**config.mk**
```make
export PLATFORM = sky130hd
export DESIGN_NAME = uart_rx_param
export DESIGN_NICKNAME = d
export VERILOG_FILES = /design/src/rtl/uart_rx_param.sv
export SDC_FILE = /design/constraint.sdc
export NUM_CORES = 1
export LEC_CHECK = 0
export ABC_CLOCK_PERIOD_IN_PS = 3500
export BUFFER_PORTS_ARGS = -buffer_cell sky130_fd_sc_hd__buf_2
export CORE_UTILIZATION = 30
export DETAILED_ROUTE_END_ITERATION = 16
export GPL_TIMING_DRIVEN = 0
export SLEW_MARGIN = 20
export SYNTH_ARGS = -nofsm -noshare
export SYNTH_HDL_FRONTEND = slang
export SYNTH_SLANG_ARGS = --single-unit
```
**constraint.sdc**
```tcl
create_clock -name PCLK -period 3.5 [get_ports PCLK]
set_input_delay 0.175 -clock PCLK [delete_from_list [all_inputs] [get_ports PCLK]]
set_output_delay 0.175 -clock PCLK [all_outputs]
set_load 0.05 [all_outputs]
```
**src/rtl/uart_rx_param.sv**
```systemverilog
// uart_rx_param: oversampling UART receiver, runtime 5-8 data bits / parity / stop bits, with receive FIFO
module uart_rx_param #(
    parameter int DATA_W     = 8,
    parameter int FIFO_DEPTH = 8,
    parameter int DIV_W      = 16,
    parameter int OVERSAMPLE = 16
) (
    input  logic                              PCLK,
    input  logic                              PRESETn,
    input  logic                              RX,
    input  logic [DIV_W-1:0]                  cfg_div,
    input  logic [1:0]                        cfg_data_bits,
    input  logic                              cfg_parity_en,
    input  logic                              cfg_parity_odd,
    input  logic                              cfg_stop2,
    output logic [DATA_W-1:0]                 rx_data,
    output logic                              rx_perr,
    output logic                              rx_ferr,
    output logic                              rx_valid,
    input  logic                              rx_ready,
    output logic [$clog2(FIFO_DEPTH+1)-1:0]   fifo_count,
    output logic                              overrun,
    input  logic                              overrun_clr,
    output logic                              busy
);
    localparam int BW = $clog2(DATA_W);
    localparam int OW = $clog2(OVERSAMPLE);
    localparam int PW = $clog2(FIFO_DEPTH);
    localparam int CW = $clog2(FIFO_DEPTH + 1);

    typedef enum logic [2:0] {IDLE, START, DATA, PARITY, STOP} state_t;

    state_t            state_q, state_d;
    logic [1:0]        sync_q;
    logic              prev_q;
    logic [DIV_W-1:0]  div_cnt_q, div_q;
    logic [OW-1:0]     os_cnt_q;
    logic [1:0]        bits_q;
    logic              pen_q, podd_q, stop2_q;
    logic [1:0]        smp_q;
    logic [BW-1:0]     bit_q, bit_d;
    logic              stop_q, stop_d;
    logic [DATA_W-1:0] data_q, data_d;
    logic              perr_q, perr_d, ferr_q, ferr_d;
    logic              rx_s, start_edge, tick, mid, bit_end, maj, last_bit, push;
    logic [DATA_W+1:0] word, head;
    logic [DATA_W+1:0] mem_q [FIFO_DEPTH];
    logic [PW-1:0]     wr_q, rd_q;
    logic [CW-1:0]     count_q;
    logic              overrun_q, pop, full, wr_en;

    assign rx_s       = sync_q[1];
    assign start_edge = (state_q == IDLE) && prev_q && !rx_s;
    assign tick       = div_cnt_q == div_q;
    assign mid        = tick && os_cnt_q == OW'(OVERSAMPLE / 2 + 1);
    assign bit_end    = tick && os_cnt_q == OW'(OVERSAMPLE - 1);
    assign maj        = (smp_q[0] & smp_q[1]) | (smp_q[0] & rx_s) | (smp_q[1] & rx_s);
    assign last_bit   = bit_q == BW'(bits_q) + BW'(4);
    assign word       = {perr_q, ferr_q | ~maj, data_q};

    // Two-flop synchroniser for the asynchronous line plus the falling-edge history flop
    always_ff @(posedge PCLK or negedge PRESETn) begin
        if (!PRESETn) begin
            sync_q <= 2'b11;
            prev_q <= 1'b1;
        end else begin
            sync_q <= {sync_q[0], RX};
            prev_q <= sync_q[1];
        end
    end

    // Oversample tick and per-bit tick counters, realigned to the detected start edge
    always_ff @(posedge PCLK or negedge PRESETn) begin
        if (!PRESETn) begin
            div_cnt_q <= '0;
            os_cnt_q  <= '0;
            smp_q     <= '0;
        end else begin
            div_cnt_q <= (start_edge || tick) ? '0 : div_cnt_q + DIV_W'(1);
            os_cnt_q  <= start_edge ? '0 : !tick ? os_cnt_q : bit_end ? '0 : os_cnt_q + OW'(1);
            smp_q     <= (tick && os_cnt_q == OW'(OVERSAMPLE / 2 - 1)) ? {smp_q[1], rx_s} :
                         (tick && os_cnt_q == OW'(OVERSAMPLE / 2))     ? {rx_s, smp_q[0]} : smp_q;
        end
    end

    // Frame configuration is frozen at the start edge so mid-frame changes are ignored
    always_ff @(posedge PCLK or negedge PRESETn) begin
        if (!PRESETn) begin
            div_q   <= '0;
            bits_q  <= '0;
            pen_q   <= 1'b0;
            podd_q  <= 1'b0;
            stop2_q <= 1'b0;
        end else if (start_edge) begin
            div_q   <= cfg_div;
            bits_q  <= cfg_data_bits;
            pen_q   <= cfg_parity_en;
            podd_q  <= cfg_parity_odd;
            stop2_q <= cfg_stop2;
        end
    end

    // Receiver FSM state and assembled character
    always_ff @(posedge PCLK or negedge PRESETn) begin
        if (!PRESETn) begin
            state_q <= IDLE;
            bit_q   <= '0;
            stop_q  <= 1'b0;
            data_q  <= '0;
            perr_q  <= 1'b0;
            ferr_q  <= 1'b0;
        end else begin
            state_q <= state_d;
            bit_q   <= bit_d;
            stop_q  <= stop_d;
            data_q  <= data_d;
            perr_q  <= perr_d;
            ferr_q  <= ferr_d;
        end
    end

    // Next state: bits decided at the majority tick, bit boundaries at the last tick
    always_comb begin
        state_d = state_q;
        bit_d   = bit_q;
        stop_d  = stop_q;
        data_d  = data_q;
        perr_d  = perr_q;
        ferr_d  = ferr_q;
        push    = 1'b0;
        case (state_q)
            IDLE: if (start_edge) begin
                state_d = START;
                bit_d   = '0;
                stop_d  = 1'b0;
                data_d  = '0;
                perr_d  = 1'b0;
                ferr_d  = 1'b0;
            end
            START: state_d = (mid && maj) ? IDLE : bit_end ? DATA : START;
            DATA: begin
                if (mid) data_d[bit_q] = maj;
                if (bit_end) begin
                    bit_d   = bit_q + BW'(1);
                    state_d = !last_bit ? DATA : pen_q ? PARITY : STOP;
                end
            end
            PARITY: begin
                if (mid) perr_d = maj != (^data_q ^ podd_q);
                if (bit_end) state_d = STOP;
            end
            STOP: begin
                if (mid) begin
                    ferr_d = ferr_q | ~maj;
                    push   = !(stop2_q && !stop_q);
                    state_d = push ? IDLE : STOP;
                end
                if (bit_end) stop_d = 1'b1;
            end
            default: state_d = IDLE;
        endcase
    end

    assign pop   = rx_valid && rx_ready;
    assign full  = count_q == CW'(FIFO_DEPTH);
    assign wr_en = push && (!full || pop);

    // FIFO storage needs no reset: the head is masked while empty
    always_ff @(posedge PCLK) begin
        if (wr_en) mem_q[wr_q] <= word;
    end

    // FIFO pointers, occupancy and sticky overrun (set wins over clear)
    always_ff @(posedge PCLK or negedge PRESETn) begin
        if (!PRESETn) begin
            wr_q      <= '0;
            rd_q      <= '0;
            count_q   <= '0;
            overrun_q <= 1'b0;
        end else begin
            wr_q      <= wr_q + PW'(wr_en);
            rd_q      <= rd_q + PW'(pop);
            count_q   <= count_q + CW'(wr_en) - CW'(pop);
            overrun_q <= (push && full && !pop) ? 1'b1 : overrun_clr ? 1'b0 : overrun_q;
        end
    end

    assign head       = mem_q[rd_q];
    assign rx_valid   = count_q != '0;
    assign rx_data    = rx_valid ? head[DATA_W-1:0] : '0;
    assign rx_perr    = rx_valid & head[DATA_W+1];
    assign rx_ferr    = rx_valid & head[DATA_W];
    assign fifo_count = count_q;
    assign overrun    = overrun_q;
    assign busy       = state_q != IDLE;
endmodule

```
==> qor.csv <==
stage,metric,value,unit
routing,drtAntennaViolNets,0,
worst_hold_path,hold_path_end,overrun,
synthesis,yosys.area.top_type,edfxtp_1,
sta,hold_violations,0,
cells_and_area,diodes,0,
place,dp_hpwl,9.58,mm
place,port-buffer-count,42,
power_and_ir_drop,power_density,584,nW/um2
cts,clk_pin_slew,0.07,ns
sta,drv_slew,0,
setup_path,timing.critical_path.from,div_cnt_q[11],
cts,ctsLongestPathBuffers,2,
setup_path,regToRegSetupSlack,0.57,ns
synthesis,synth_nets,582,
routing,dr.first_iter.drc_count,255,
synthesis,async_flop_share,48.1,%
worst_hold_path,hp-class,in -> reg,
worst_hold_path,worstHoldStart,rx_ready,
cells_and_area,drive_above_1_share,19.1,%
run,drv_cap,0,
synthesis,synth_seq_cells,154,
synthesis,netlist_instances,540,
routing,vias,4300,
worst_hold_path,hold_depth,4,
sta,fin_crit,2.93,ns
setup_path,arrival,2.98,ns
cells_and_area,layout_commonest_cell,nand2_1,
sta,max_clock_freq,341,MHz
cells_and_area,multi_input_area,2540,um2
power_and_ir_drop,ir_drop,0.000377,V
routing,drt-pass1-iter-count,4,
cells_and_area,final_cells,929,
synthesis,synth_warnings,0,
cts,cts-resized-gates,0,
routing,drc_errors,0,
place,place_inst,873,
sta,setup_viol,0,
sta,finClkSkew,0.0106,ns
global_route,grt_pass1_wl,23.6,mm
synthesis,synth.distinct_cells,54,
die,die_area,23800,um2
global_route,antenna_found_initial,0,
global_route,grt_pass1_vias,4413,
die,initial_core_util,30.6,%
synthesis,syn_area_per_cell,12.9,um2
cts,cts.sink_count,154,
setup_path,criticalPathCategory,reg -> reg,
cells_and_area,fillers,2200,
routing,wl_per_cell,15.2,um
die,die_x,154,um
power_and_ir_drop,totalPowerFinal,4930,uW
place,gp_congestion,0.765,
routing,routed_wl,14.1,mm
run_status,status,"complete, no violations",
die,coreArea,22700,um2
cts,numCtsBuffers,17,
cts,clk_root_buffer_cell,clkbuf_16,
global_route,grt_max_degree,40,
synthesis,ys_seq_area_share,61.2,%
routing,viasPerCell,4.63,
global_route,grt_overflow,0,
cells_and_area,register_area,4260,um2
setup_path,cp_data_required_time,3.55,ns
sta,finalCritPeriodShare,83.8,%
sta,worstMarginPinSlew,1.02,ns
cts,clock_latency,0.43,ns
synthesis,synth_area_leaders,"edfxtp_1 (35%), dfrtp_1 (26%), mux4_2 (6.5%)",
die,std_cell_rows,55,
setup_path,r2r-end,mem_q[5][0],
cells_and_area,final_net_count,673,
place,placed_cell_area,7600,um2
cts,htree_levels,4,
synthesis,netlist_area,6960,um2
setup_path,start_kind,register,
sta,slew_headroom,31.8,%
setup_path,end_kind,register,
die,die_h,154,um
synthesis,synth_edf_count,80,
power_and_ir_drop,power_leakage,0.00371,uW
cells_and_area,syn_to_final_growth,21.5,%
setup_path,worstReg2RegStart,div_cnt_q[11],
sta,rsz0062_at_grt,no,
global_route,grt.total_usage,13.0,%
sta,hold_ws,0.134,ns
cells_and_area,fin_area,8450,um2
cts,cts_tree,done,
setup_path,crit_path_max_fanout,10,
setup_path,r2r_cells,7,
cells_and_area,final_cell_mix,"nand2_1 (94), edfxtp_1 (80), dfrtp_1 (71)",
synthesis,synth_flop_cell,edfxtp_1,
die,boundaryPins,43,
synthesis,yosysTopAreaCellShare,34.5,%
==> how the worst max path moves through the flow <==
stage | depth (start not counted) | end | slack (ns)
global route | 7 | mem_q[5][0] | 0.28
CTS | 7 | mem_q[5][0] | 0.50
finish | 7 | mem_q[5][0] | 0.57
detailed placement | 7 | mem_q[5][7] | 0.53
global placement | 7 | mem_q[0][7] | -0.39
floorplan | 7 | mem_q[0][0] | 0.51
==> area by class of cell <==
cell class	count	share of cell area, %
multi-input cells	347	30.1
clock inverters	13	2.09
flip-flops and latches	154	50.4
repair buffers	72	6.01
plain buffers	24	1.45
inverters	15	0.666
well taps	285	4.22
clock buffers	19	5.12
==> sequential cells by signal, summed over array words and instances, names as in the netlist, 2 cells and up <==
signal      cells
data_q          8
div_q          16
wr_q            3
bit_q           3
os_cnt_q        4
bits_q          2
div_cnt_q      16
mem_q          80
fifo_count      4
rd_q            3
state_q         3
sync_q          2
smp_q           2
==> synthesized netlist by cell type, types with 13 or more instances <==
cell type,n
clkbuf_1,14
dfrtp_1,71
edfxtp_1,80
ha_1,15
inv_1,15
mux2i_1,21
mux4_2,20
nand2_1,94
nand3_1,13
nor2_1,38
xnor2_1,19
xor2_1,27
==> worst max-delay path: stages (launching register included) <==
cell and delay [ns]:
dfrtp_1 0.44, xor2_1 0.17, nor4_1 0.39, and4_1 0.26
buf_6 0.15, buf_8 0.15, nand4_2 0.16, nor2_1 0.82
==> where the power goes <==
group / leakage, uW / switching (uW) / internal (uW) / total (uW)
Combinational: 0.00159 / 497 / 362 / 859
Clock: 0.000300 / 820 / 1090 / 1910
Sequential: 0.00182 / 131 / 2030 / 2160
==> what timing repair did <==
item                                   in CTS  in global routing
endpoints found under the hold margin      58                  0
hold buffers                               24                  0
setup buffers                               0                  0
==> cell families after synthesis <==
logic type               share of synthesized area, %
XOR/XNOR                                         5.79
AO/OA/AOI/OAI                                    2.59
AND/OR/NAND/NOR                                  14.9
adder cells (fa/ha/maj)                          3.13
multiplexers                                     9.82
buffers and inverters                            2.57
flip-flops                                       61.2
==> routing by layer <==
layer  track usage, %  vias up  part of all wire (%)
met5                0        -                     0
met2             20.5       64                    47
li1                 -     2093                     -
met3             3.17       13                   3.7
met4             4.67        0                   1.4
met1             17.3     2130                    48
==> stage by stage <==
stage | util, % | TNS, ns | setup WS (ns)
4_1_cts | 37.2 | 0 | 0.498
2_1_floorplan | - | 0 | 0.506
3_3_place_gp | 33.1 | -3.85 | -0.386
5_1_grt | 37.2 | 0 | 0.281
3_5_place_dp | 33.5 | 0 | 0.526
6_report | 37.2 | 0 | 0.568
Power figures use the tool's default switching activity.
